--- config.mk ---
export PLATFORM = sky130hd
export DESIGN_NAME = logic_wave_scope
export DESIGN_NICKNAME = d
export VERILOG_FILES = /design/src/rtl/logic_wave_scope.sv
export SDC_FILE = /design/constraint.sdc
export NUM_CORES = 1
export LEC_CHECK = 0
export ABC_AREA = 0
export CORE_MARGIN = 5
export CORE_UTILIZATION = 44
export DETAILED_ROUTE_END_ITERATION = 8
export RECOVER_POWER = 25
export SLEW_MARGIN = 30
export SYNTH_ARGS = -nofsm -noshare
export SYNTH_HDL_FRONTEND = slang
export SYNTH_SLANG_ARGS = --single-unit
--- constraint.sdc ---
create_clock -name clk -period 7.4 [get_ports clk]
set_clock_uncertainty 0.05 [all_clocks]
set_input_delay 1.11 -clock clk [delete_from_list [all_inputs] [get_ports clk]]
set_output_delay 1.11 -clock clk [all_outputs]
set_load 0.02 [all_outputs]
--- src/rtl/logic_wave_scope.sv ---
// Buffered multi-channel logic scope: captures samples into a circular buffer with
// run / single-shot / hold capture and renders RGB565 pixels for the OLED scan driver.
//
// state    | meaning
// ---------+----------------------------------------------------------
// S_RUN    | free-running capture, buffer scrolls continuously
// S_ARMED  | single-shot armed, filling pre-trigger history
// S_POST   | trigger seen, capturing the post-trigger samples
// S_FROZEN | capture complete, buffer contents held for display
module logic_wave_scope #(
  parameter int NCH     = 4,
  parameter int WIDTH   = 96,
  parameter int HEIGHT  = 64,
  parameter int LABEL_W = 8
) (
  input  logic                      clk,
  input  logic                      rst_n,
  input  logic [NCH-1:0]            sample,
  input  logic                      sample_valid,
  input  logic [1:0]                mode,
  input  logic [NCH-1:0]            trig_mask,
  input  logic [NCH-1:0]            trig_val,
  input  logic                      rearm,
  input  logic                      pix_req,
  input  logic [$clog2(WIDTH)-1:0]  x,
  input  logic [$clog2(HEIGHT)-1:0] y,
  output logic                      pix_valid,
  output logic [15:0]               pix_color,
  output logic                      frozen,
  output logic [1:0]                state
);

  localparam int DEPTH  = WIDTH - LABEL_W;
  localparam int PRE    = DEPTH / 2;
  localparam int LANE_H = HEIGHT / NCH;
  localparam int HIGH_R = 2;
  localparam int LOW_R  = LANE_H - 3;
  localparam int XW     = $clog2(WIDTH);
  localparam int PW     = $clog2(DEPTH);
  localparam int FW     = $clog2(DEPTH + 1);
  localparam int CW     = XW + 1;
  localparam int RW     = $clog2(LANE_H);
  localparam int LW     = (NCH > 1) ? $clog2(NCH) : 1;

  typedef enum logic [1:0] {
    S_RUN    = 2'd0,
    S_ARMED  = 2'd1,
    S_POST   = 2'd2,
    S_FROZEN = 2'd3
  } state_t;

  state_t           state_q, state_n;
  logic [PW-1:0]    wr_ptr, wr_ptr_n;
  logic [FW-1:0]    fill, fill_n;
  logic [PW-1:0]    post_cnt, post_cnt_n;
  logic             prev_match, prev_match_n;
  logic             first_wr, first_wr_n;
  logic             trig_seen, trig_seen_n;
  logic [NCH-1:0]   prev_lvl, prev_lvl_n;
  logic             we, hold, match;
  logic [2*NCH-1:0] wr_data;
  logic [2*NCH-1:0] mem [DEPTH];

  assign hold    = mode[1];
  assign match   = ((sample ^ trig_val) & trig_mask) == '0;
  assign wr_data = {({NCH{~first_wr}} & (sample ^ prev_lvl)), sample};
  assign state   = hold ? 2'd3 : state_q;
  assign frozen  = hold || (state_q == S_FROZEN);

  always_ff @(posedge clk or negedge rst_n) begin
    if (!rst_n) begin
      state_q    <= S_RUN;
      wr_ptr     <= '0;
      fill       <= '0;
      post_cnt   <= '0;
      prev_match <= 1'b0;
      first_wr   <= 1'b1;
      trig_seen  <= 1'b0;
      prev_lvl   <= '0;
    end else begin
      state_q    <= state_n;
      wr_ptr     <= wr_ptr_n;
      fill       <= fill_n;
      post_cnt   <= post_cnt_n;
      prev_match <= prev_match_n;
      first_wr   <= first_wr_n;
      trig_seen  <= trig_seen_n;
      prev_lvl   <= prev_lvl_n;
    end
  end

  always_comb begin
    state_n      = state_q;
    wr_ptr_n     = wr_ptr;
    fill_n       = fill;
    post_cnt_n   = post_cnt;
    prev_match_n = prev_match;
    first_wr_n   = first_wr;
    trig_seen_n  = trig_seen;
    prev_lvl_n   = prev_lvl;
    we           = 1'b0;
    if (mode == 2'd0) begin
      state_n     = S_RUN;
      trig_seen_n = 1'b0;
      we          = sample_valid;
    end else if (!hold) begin
      case (state_q)
        S_RUN: begin
          state_n = S_ARMED;
          fill_n  = '0;
        end
        S_ARMED: begin
          if (sample_valid) begin
            we = 1'b1;
            if (match && !prev_match && fill >= FW'(PRE)) begin
              state_n     = S_POST;
              post_cnt_n  = PW'(DEPTH - PRE - 1);
              trig_seen_n = 1'b1;
            end
          end
        end
        default: begin
          // rearm beats a same-cycle sample: the sample is dropped
          if (rearm) begin
            state_n      = S_ARMED;
            fill_n       = '0;
            prev_match_n = 1'b0;
            first_wr_n   = 1'b1;
            trig_seen_n  = 1'b0;
          end else if (sample_valid && state_q == S_POST) begin
            we = 1'b1;
            if (post_cnt <= PW'(1)) state_n = S_FROZEN;
            else post_cnt_n = post_cnt - 1'b1;
          end
        end
      endcase
    end
    if (we) begin
      wr_ptr_n     = (wr_ptr == PW'(DEPTH - 1)) ? '0 : wr_ptr + 1'b1;
      if (fill != FW'(DEPTH)) fill_n = fill + 1'b1;
      prev_match_n = match;
      prev_lvl_n   = sample;
      first_wr_n   = 1'b0;
    end
  end

  // Pixel stage 1: decode coordinates against pre-write capture state
  logic [CW-1:0]    col, rd_sum;
  logic [PW-1:0]    rd_idx;
  logic [2*NCH-1:0] rd_q;
  logic             v1, label1, data1, mark1;
  logic [LW-1:0]    lane1;
  logic [RW-1:0]    r1;

  assign col    = CW'(x) - CW'(LABEL_W);
  assign rd_sum = CW'(wr_ptr) + col;
  assign rd_idx = PW'((rd_sum >= CW'(DEPTH)) ? rd_sum - CW'(DEPTH) : rd_sum);

  always_ff @(posedge clk) begin
    if (we) mem[wr_ptr] <= wr_data;
    rd_q <= mem[rd_idx];
  end

  always_ff @(posedge clk or negedge rst_n) begin
    if (!rst_n) begin
      v1     <= 1'b0;
      label1 <= 1'b0;
      data1  <= 1'b0;
      mark1  <= 1'b0;
      lane1  <= '0;
      r1     <= '0;
    end else begin
      v1     <= pix_req;
      label1 <= x < XW'(LABEL_W);
      data1  <= (CW'(fill) + col) >= CW'(DEPTH);
      mark1  <= trig_seen && frozen && (col == CW'(PRE)) && !y[0];
      lane1  <= LW'(int'(y) / LANE_H);
      r1     <= RW'(int'(y) % LANE_H);
    end
  end

  // Pixel stage 2: trace rendering and colour priority
  function automatic logic [15:0] pal(input logic [LW-1:0] k);
    case (2'(k))
      2'd0:    return 16'hF800;
      2'd1:    return 16'h07E0;
      2'd2:    return 16'h001F;
      default: return 16'hFFE0;
    endcase
  endfunction

  logic [NCH-1:0] lvl_vec, tr_vec;
  logic           lvl, tr, lit;
  logic [15:0]    color_n;

  assign lvl_vec = rd_q[NCH-1:0];
  assign tr_vec  = rd_q[2*NCH-1:NCH];
  assign lvl     = lvl_vec[lane1];
  assign tr      = tr_vec[lane1];
  assign lit     = (lvl && r1 == RW'(HIGH_R)) || (!lvl && r1 == RW'(LOW_R)) ||
                   (tr && r1 >= RW'(HIGH_R) && r1 <= RW'(LOW_R));

  always_comb begin
    color_n = 16'h0000;
    if (label1)      color_n = pal(lane1);
    else if (!data1) color_n = 16'h0000;
    else if (lit)    color_n = pal(lane1);
    else if (mark1)  color_n = 16'hFFFF;
  end

  always_ff @(posedge clk or negedge rst_n) begin
    if (!rst_n) begin
      pix_valid <= 1'b0;
      pix_color <= 16'h0000;
    end else begin
      pix_valid <= v1;
      if (v1) pix_color <= color_n;
    end
  end

endmodule
==> results.yml, run 1 <==
global_routing:
  grt_antenna_before_repair: 3
  use_met1_pct: 29.58
  grt.met2_usage_pct: 30.50
  grt_remaining_overflow: 0
  grt_usage_pct: 19.65
  globalRouteMet3Util_pct: 3.358
  first_pass_grt_wire_length_um: 110000
  first_global_vias: 16340
  gr-max-usage-layer: "met2"
  largest_net_degree_at_the_start_of_global_routing: 89
sta:
  period_minus_slack_ns: 5.488
  rsz0062_at_grt: "false"
  worst_pin_slew_ns: 4.199
  finalSetupViolCount: 0
  max_slew_margin_pct: -180.0
  final.period_utilization_pct: 74.16
  hold_viol_final: 0
  achievable-frequency_mhz: 182.2
  final_max_tran_viols: 495
  setup_total_negative_slack_ns: 0
job:
  max-cap-violations: 8
synthesis:
  synth_area_um2: 30900
  syn-instance-count: 1720
  synth_flop_cell: "sky130_fd_sc_hd__edfxtp_1"
  synth_seq_area_share_pct: 72.51
  synth_enable_flop_cells: 704
  synthDistinctLibCells: 69
  yosys_warn_count: 0
  post_synthesis_net_count: 1779
  async_flop_share_pct: 5.820
  avg_cell_area_syn_um2: 17.96
  synth_seq_cells: 756
power_and_ir_drop:
  share_clk_of_total_power_pct: 29.5
  cellPowerDensity_nw_per_um2: 395.8
  switching_power_w: 0.004738
  peakVddDrop_v: 0.0002213
  power.share.sequential_pct: 35.9
  switching_fraction_of_total_power_pct: 33.97
  internal_power_w: 0.009208
  pwr-share-comb_pct: 34.6
  cellLeakagePower_nw: 11.39
setup_path:
  critical_path_arrival_ns: 5.25
  worst-setup-path-type: "input port to register"
  r2r_setup_slack_ns: 2.86
  critical_path.startpoint_type: "input port"
  worst-endpoint-required_ns: 7.17
  critPathMaxFanout: 88
  cp-end-kind: "register"
route:
  drt-pass1-iter-count: 6
  routed_via_density: 5.845
  routed_wirelength_um: 74270
  drc: 0
  antenna_left: 0
  post_drt_wl_per_cell_um: 26.61
  total_number_of_vias: 16310
  drt_iter0_drc: 1692
placement:
  gpl_wtd_cong: 0.8899
  place.detailed.hpwl_um: 46390
  postPlaceCellArea_um2: 32540
  port-buffer-count: 51
clock_network:
  path_clk_slew_ns: 0.06
  post_cts_buffers: 0
  clockBufferDepth: 3
  ctsResizeCount: 0
  clk_latency_ns: 0.63
  hold_buffers: 0
  clkSinkCount: 756
  cts_tree: "yes"
  cts_htree_levels: 3
  clk_root_buffer_cell: "sky130_fd_sc_hd__clkbuf_16"
  cts_buffers: 79
final_layout:
  finalNetCount: 1846
  area_growth_syn_to_layout_pct: 14.05
  antenna-diode-count: 0
  layout-drive-gt1-share_pct: 19.77
  final_design_area_no_fill_um2: 35240
floorplanning:
  design.core.area_um2: 69790
  placementRows: 97
  initial_utilization_pct: 44.27
  design.die.area_um2: 75620
  die_w_um: 275.0
  die_y_um: 275.0
  io_pins: 52
run_status:
  violations_in_the_final_reports: "capacitance limit, slew limit"
  run_status: "complete, but fails checks"
hold_path:
  path_type_of_the_worst_min_delay_path: "register to register"
## worst paths after layout
kind                                     to  cells after the start       from
worst max-delay path             mem[33][5]                      4  sample[1]
worst min register to register    pix_valid                      0         v1
worst min-delay path              pix_valid                      0         v1
min in group asynchronous       post_cnt[0]                      1      rst_n
max in group asynchronous         wr_ptr[4]                      1      rst_n
worst max register to register      rd_q[1]                     12  wr_ptr[0]
## stage by stage
step | setup WS [ns] | total power (W) | hold WS, ns | instances | util, %
3_3_place_gp | 1.574 | 0.009828 | 0.4051 | 2643 | 46.53
5_1_grt | 1.539 | 0.01450 | 0.4304 | 2791 | 50.49
4_1_cts | 2.121 | 0.01401 | 0.4085 | 2790 | 50.53
6_report | 1.912 | 0.01395 | 0.4104 | 2791 | 50.49
2_1_floorplan | 3.170 | 0.008203 | 0.3591 | 1720 | -
3_5_place_dp | 1.427 | 0.009886 | 0.3914 | 2645 | 46.63
## power groups by stage
stage | Sequential (W) | Clock (W) | Combinational [W]
global route | 0.00501 | 0.00437 | 0.00511
finish | 0.00500 | 0.00412 | 0.00483
CTS | 0.00499 | 0.00419 | 0.00483
global placement | 0.00507 | 0 | 0.00476
detailed placement | 0.00508 | 0 | 0.00481
floorplan | 0.00506 | 0 | 0.00314
## cell usage in the layout, fill, tap and decap left out, types with 27 or more instances in the layout
cell type                         netlist  final
sky130_fd_sc_hd__clkbuf_16              0     81
sky130_fd_sc_hd__edfxtp_1             704    704
sky130_fd_sc_hd__clkbuf_1              63     27
sky130_fd_sc_hd__dfrtp_1               43     43
sky130_fd_sc_hd__inv_1                 28     28
sky130_fd_sc_hd__o21ai_0               39     39
sky130_fd_sc_hd__clkdlybuf4s50_1        0     38
sky130_fd_sc_hd__nor2_1               124    120
sky130_fd_sc_hd__nand2_1              153    151
sky130_fd_sc_hd__a21oi_1               56     56
sky130_fd_sc_hd__mux4_2               178    178
## synth_stat cells (all sizes together) (11+ instances only)
cell type	instances	area share [%]
xor2	15	0.43
a31oi	14	0.28
a21oi	57	0.94
nand3	24	0.39
edfxtp	704	68
nand2	154	1.9
xnor2	12	0.34
inv	28	0.34
o21ai	41	0.66
mux2	22	0.89
nand4	11	0.22
buf	36	0.69
and3	19	0.38
a211oi	14	0.44
ha	25	1.0
dfrtp	43	3.5
mux4	178	13
clkbuf	63	0.77
nor2	125	1.6
## cell families (layout without fill, tap and decap cells)
kind of cell | after synthesis | count (layout) | share of synthesized area (%)
adder cells (fa/ha/maj) | 27 | 27 | 1.142
XOR/XNOR | 27 | 27 | 0.7654
AND/OR/NAND/NOR | 383 | 383 | 5.520
multiplexers | 203 | 203 | 13.96
flip-flops | 756 | 756 | 72.51
buffers and inverters | 127 | 258 | 1.794
AO/OA/AOI/OAI | 197 | 197 | 4.309
## critical path: stages
cell and delay, ns:
sky130_fd_sc_hd__clkbuf_1 0.77, sky130_fd_sc_hd__xnor2_1 0.23, sky130_fd_sc_hd__nor2_4 0.12, sky130_fd_sc_hd__clkbuf_1 2.93
## per-layer routing
layer,wire length (um),part of all wire [%]
met1,32610,44
met2,34980,47
met3,5235,7.0
met4,1419,1.9
met5,13,0.018
## state kept, by name (all words and copies together) (netlist names), 2 cells and up
signal / flops
state_q: 2
rd_q: 8
post_cnt: 7
lane1: 2
fill: 7
r1: 4
wr_ptr: 7
mem: 704
prev_lvl: 4
pix_color: 3
## final cells by class
class / instances / area, um^2
fill: 5646 / 34550
clock buffer: 97 / 2097
inverter: 28 / 105.1
multi-input combinational: 837 / 8031
timing repair buffer: 85 / 802.0
tap: 940 / 1176
sequential: 756 / 22400
clock inverter: 48 / 623.1
(Power assumes the default switching activity.)
==> run 2, diff against run 1 <==
- clock period: 7.4 -> 5.06 ns (I/O delays scaled with it)
==> results.yml, run 2 (synthesized netlist as in run 1, its figures left out) <==
run_status:
  run_status: "complete, but fails checks"
  violations_in_the_final_reports: "capacitance limit, slew limit"
global_routing:
  first_pass_grt_wire_length_um: 112900
  grt_remaining_overflow: 0
  largest_net_degree_at_the_start_of_global_routing: 89
  first_global_vias: 16610
  grt_antenna_before_repair: 3
  grt_usage_pct: 20.39
floorplanning:
  placementRows: 97
  design.core.area_um2: 69790
  initial_utilization_pct: 44.27
  die_w_um: 275.0
  design.die.area_um2: 75620
  die_y_um: 275.0
  io_pins: 52
job:
  max-cap-violations: 5
hold_path:
  min_to: "pix_valid"
  path_type_of_the_worst_min_delay_path: "register to register"
  whs_path_depth: 0
  hp-start: "v1"
final_layout:
  final_common_cell: "sky130_fd_sc_hd__edfxtp_1"
  top_regs: "mem x704, rd_q x8"
  flip_flop_count_of_the_largest_register_after_layout: 704
  top_register: "mem"
  filler_cell_count: 5614
  finalNetCount: 1947
  final_cell_mix: "704 x sky130_fd_sc_hd__edfxtp_1, 178 x sky130_fd_sc_hd__mux4_2, 153 x sky130_fd_sc_hd__nand2_1"
  seqCellArea_um2: 22400
  multi_input_comb_area_um2: 8014
  layout-drive-gt1-share_pct: 23.61
  area_growth_syn_to_layout_pct: 15.59
route:
  routed_wirelength_um: 76690
  antenna_left: 0
  post_drt_wl_per_cell_um: 26.57
  drt_iter0_drc: 1684
  drc: 0
  routed_via_density: 5.757
  drt-pass1-iter-count: 5
  total_number_of_vias: 16620
sta:
  final.period_utilization_pct: 89.50
  period_minus_slack_ns: 4.529
  max_slew_margin_pct: -175.6
  worst_pin_slew_ns: 4.135
  finalSetupViolCount: 0
  hold_viol_final: 0
  final_max_tran_viols: 303
  rsz0062_at_grt: "false"
  achievable-frequency_mhz: 220.8
  setup_total_negative_slack_ns: 0
  fin_ws_ns: 0.5314
clock_network:
  cts_tree: "yes"
  cts_buffers: 78
  clk_latency_ns: 0.62
  ctsResizeCount: 0
  clkSinkCount: 756
  clk_root_buffer_cell: "sky130_fd_sc_hd__clkbuf_16"
  post_cts_buffers: 0
  cts_htree_levels: 3
  path_clk_slew_ns: 0.06
  hold_buffers: 0
  clockBufferDepth: 3
placement:
  place_worst_setup_slack_ns: 0.05041
  port-buffer-count: 51
  place.detailed.hpwl_um: 49580
  gpl_wtd_cong: 0.8766
setup_path:
  critical_path.most_common_cell: "sky130_fd_sc_hd__clkbuf_1"
  worst-endpoint-required_ns: 4.82
  critical-path-top-delay-family: "buffers and inverters"
  cp-end-kind: "register"
  critical_path.startpoint_type: "input port"
  crit_buf_inv: 2
  crit_chain: "clkbuf_1 -> clkbuf_1"
  critical_path.slowest_cell: "sky130_fd_sc_hd__clkbuf_1"
  regToRegEndpoint: "rd_q[3]"
  crit-reg2reg-launch: "wr_ptr[2]"
  r2r.worst_path.cells: 10
  critPathMaxFanout: 83
  critPathMaxStageDelay_ns: 2.93
  worst-setup-path-type: "input port to register"
  r2r_setup_slack_ns: 1.10
  critical_path_arrival_ns: 4.28
power_and_ir_drop:
  cellLeakagePower_nw: 11.81
  cellPowerDensity_nw_per_um2: 561.8
  peakVddDrop_v: 0.0004621
run 2: cell count changes in the layout (fill, tap and decap cells not counted), sizes merged:
cell	delta
bufinv	-8
clkinvlp	-1
clkbuf	+1
inv	+3
diode	+2
clkinv	-3
buf	+101
run 2: worst max-delay path by stage:
| stage | start | depth (start not counted) | to |
|---|---|---|---|
| detailed placement | x[3] | 14 | rd_q[3] |
| global route | sample[2] | 2 | mem[47][2] |
| global placement | x[3] | 14 | rd_q[3] |
| CTS | x[3] | 14 | rd_q[3] |
| floorplan | x[3] | 15 | rd_q[1] |
| finish | sample[2] | 2 | mem[47][2] |
run 2: where the power goes:
part	internal, W	switching (W)	leakage, nW
Combinational	0.00279	0.00447	3.67
Sequential	0.00720	0.000105	6.96
Clock	0.00315	0.00235	1.18
run 2: stage by stage:
stage	hold WS (ns)	utilization, %	cell area, um^2	total power (W)	std cells
3_5_place_dp	0.4185	47.83	33380	0.01472	2748
4_1_cts	0.09392	51.29	35800	0.02022	2884
6_report	0.4328	51.18	35710	0.02006	2886
2_1_floorplan	0.3591	-	30900	0.01200	1720
5_1_grt	0.4526	51.17	35710	0.02090	2884
3_3_place_gp	0.3985	47.75	33320	0.01465	2746
run 2: cell type report:
cell class                      count  share of cell area, %
Clock buffer                       97                  5.749
Timing Repair Buffer              187                  4.456
Sequential cell                   756                  62.73
Clock inverter                     39                  1.023
Tap cell                          940                  3.293
Multi-Input combinational cell    837                  22.44
Inverter                           28                 0.2943
Antenna cell                        2                0.01401
run 2: routing by layer:
metal	vias up	global-route usage, %	share of wire (%)
met5	-	0	0
met4	0	5.310	2.5
met3	124	3.794	6.8
met2	597	32.14	47
met1	8710	29.74	43
li1	7184	-	-
==> run 3, diff against run 2 <==
- CTS_CLUSTER_DIAMETER: default -> 120
==> results of run 3 <==
No change in the layout: final DEF, timing and power equal those of run 2.
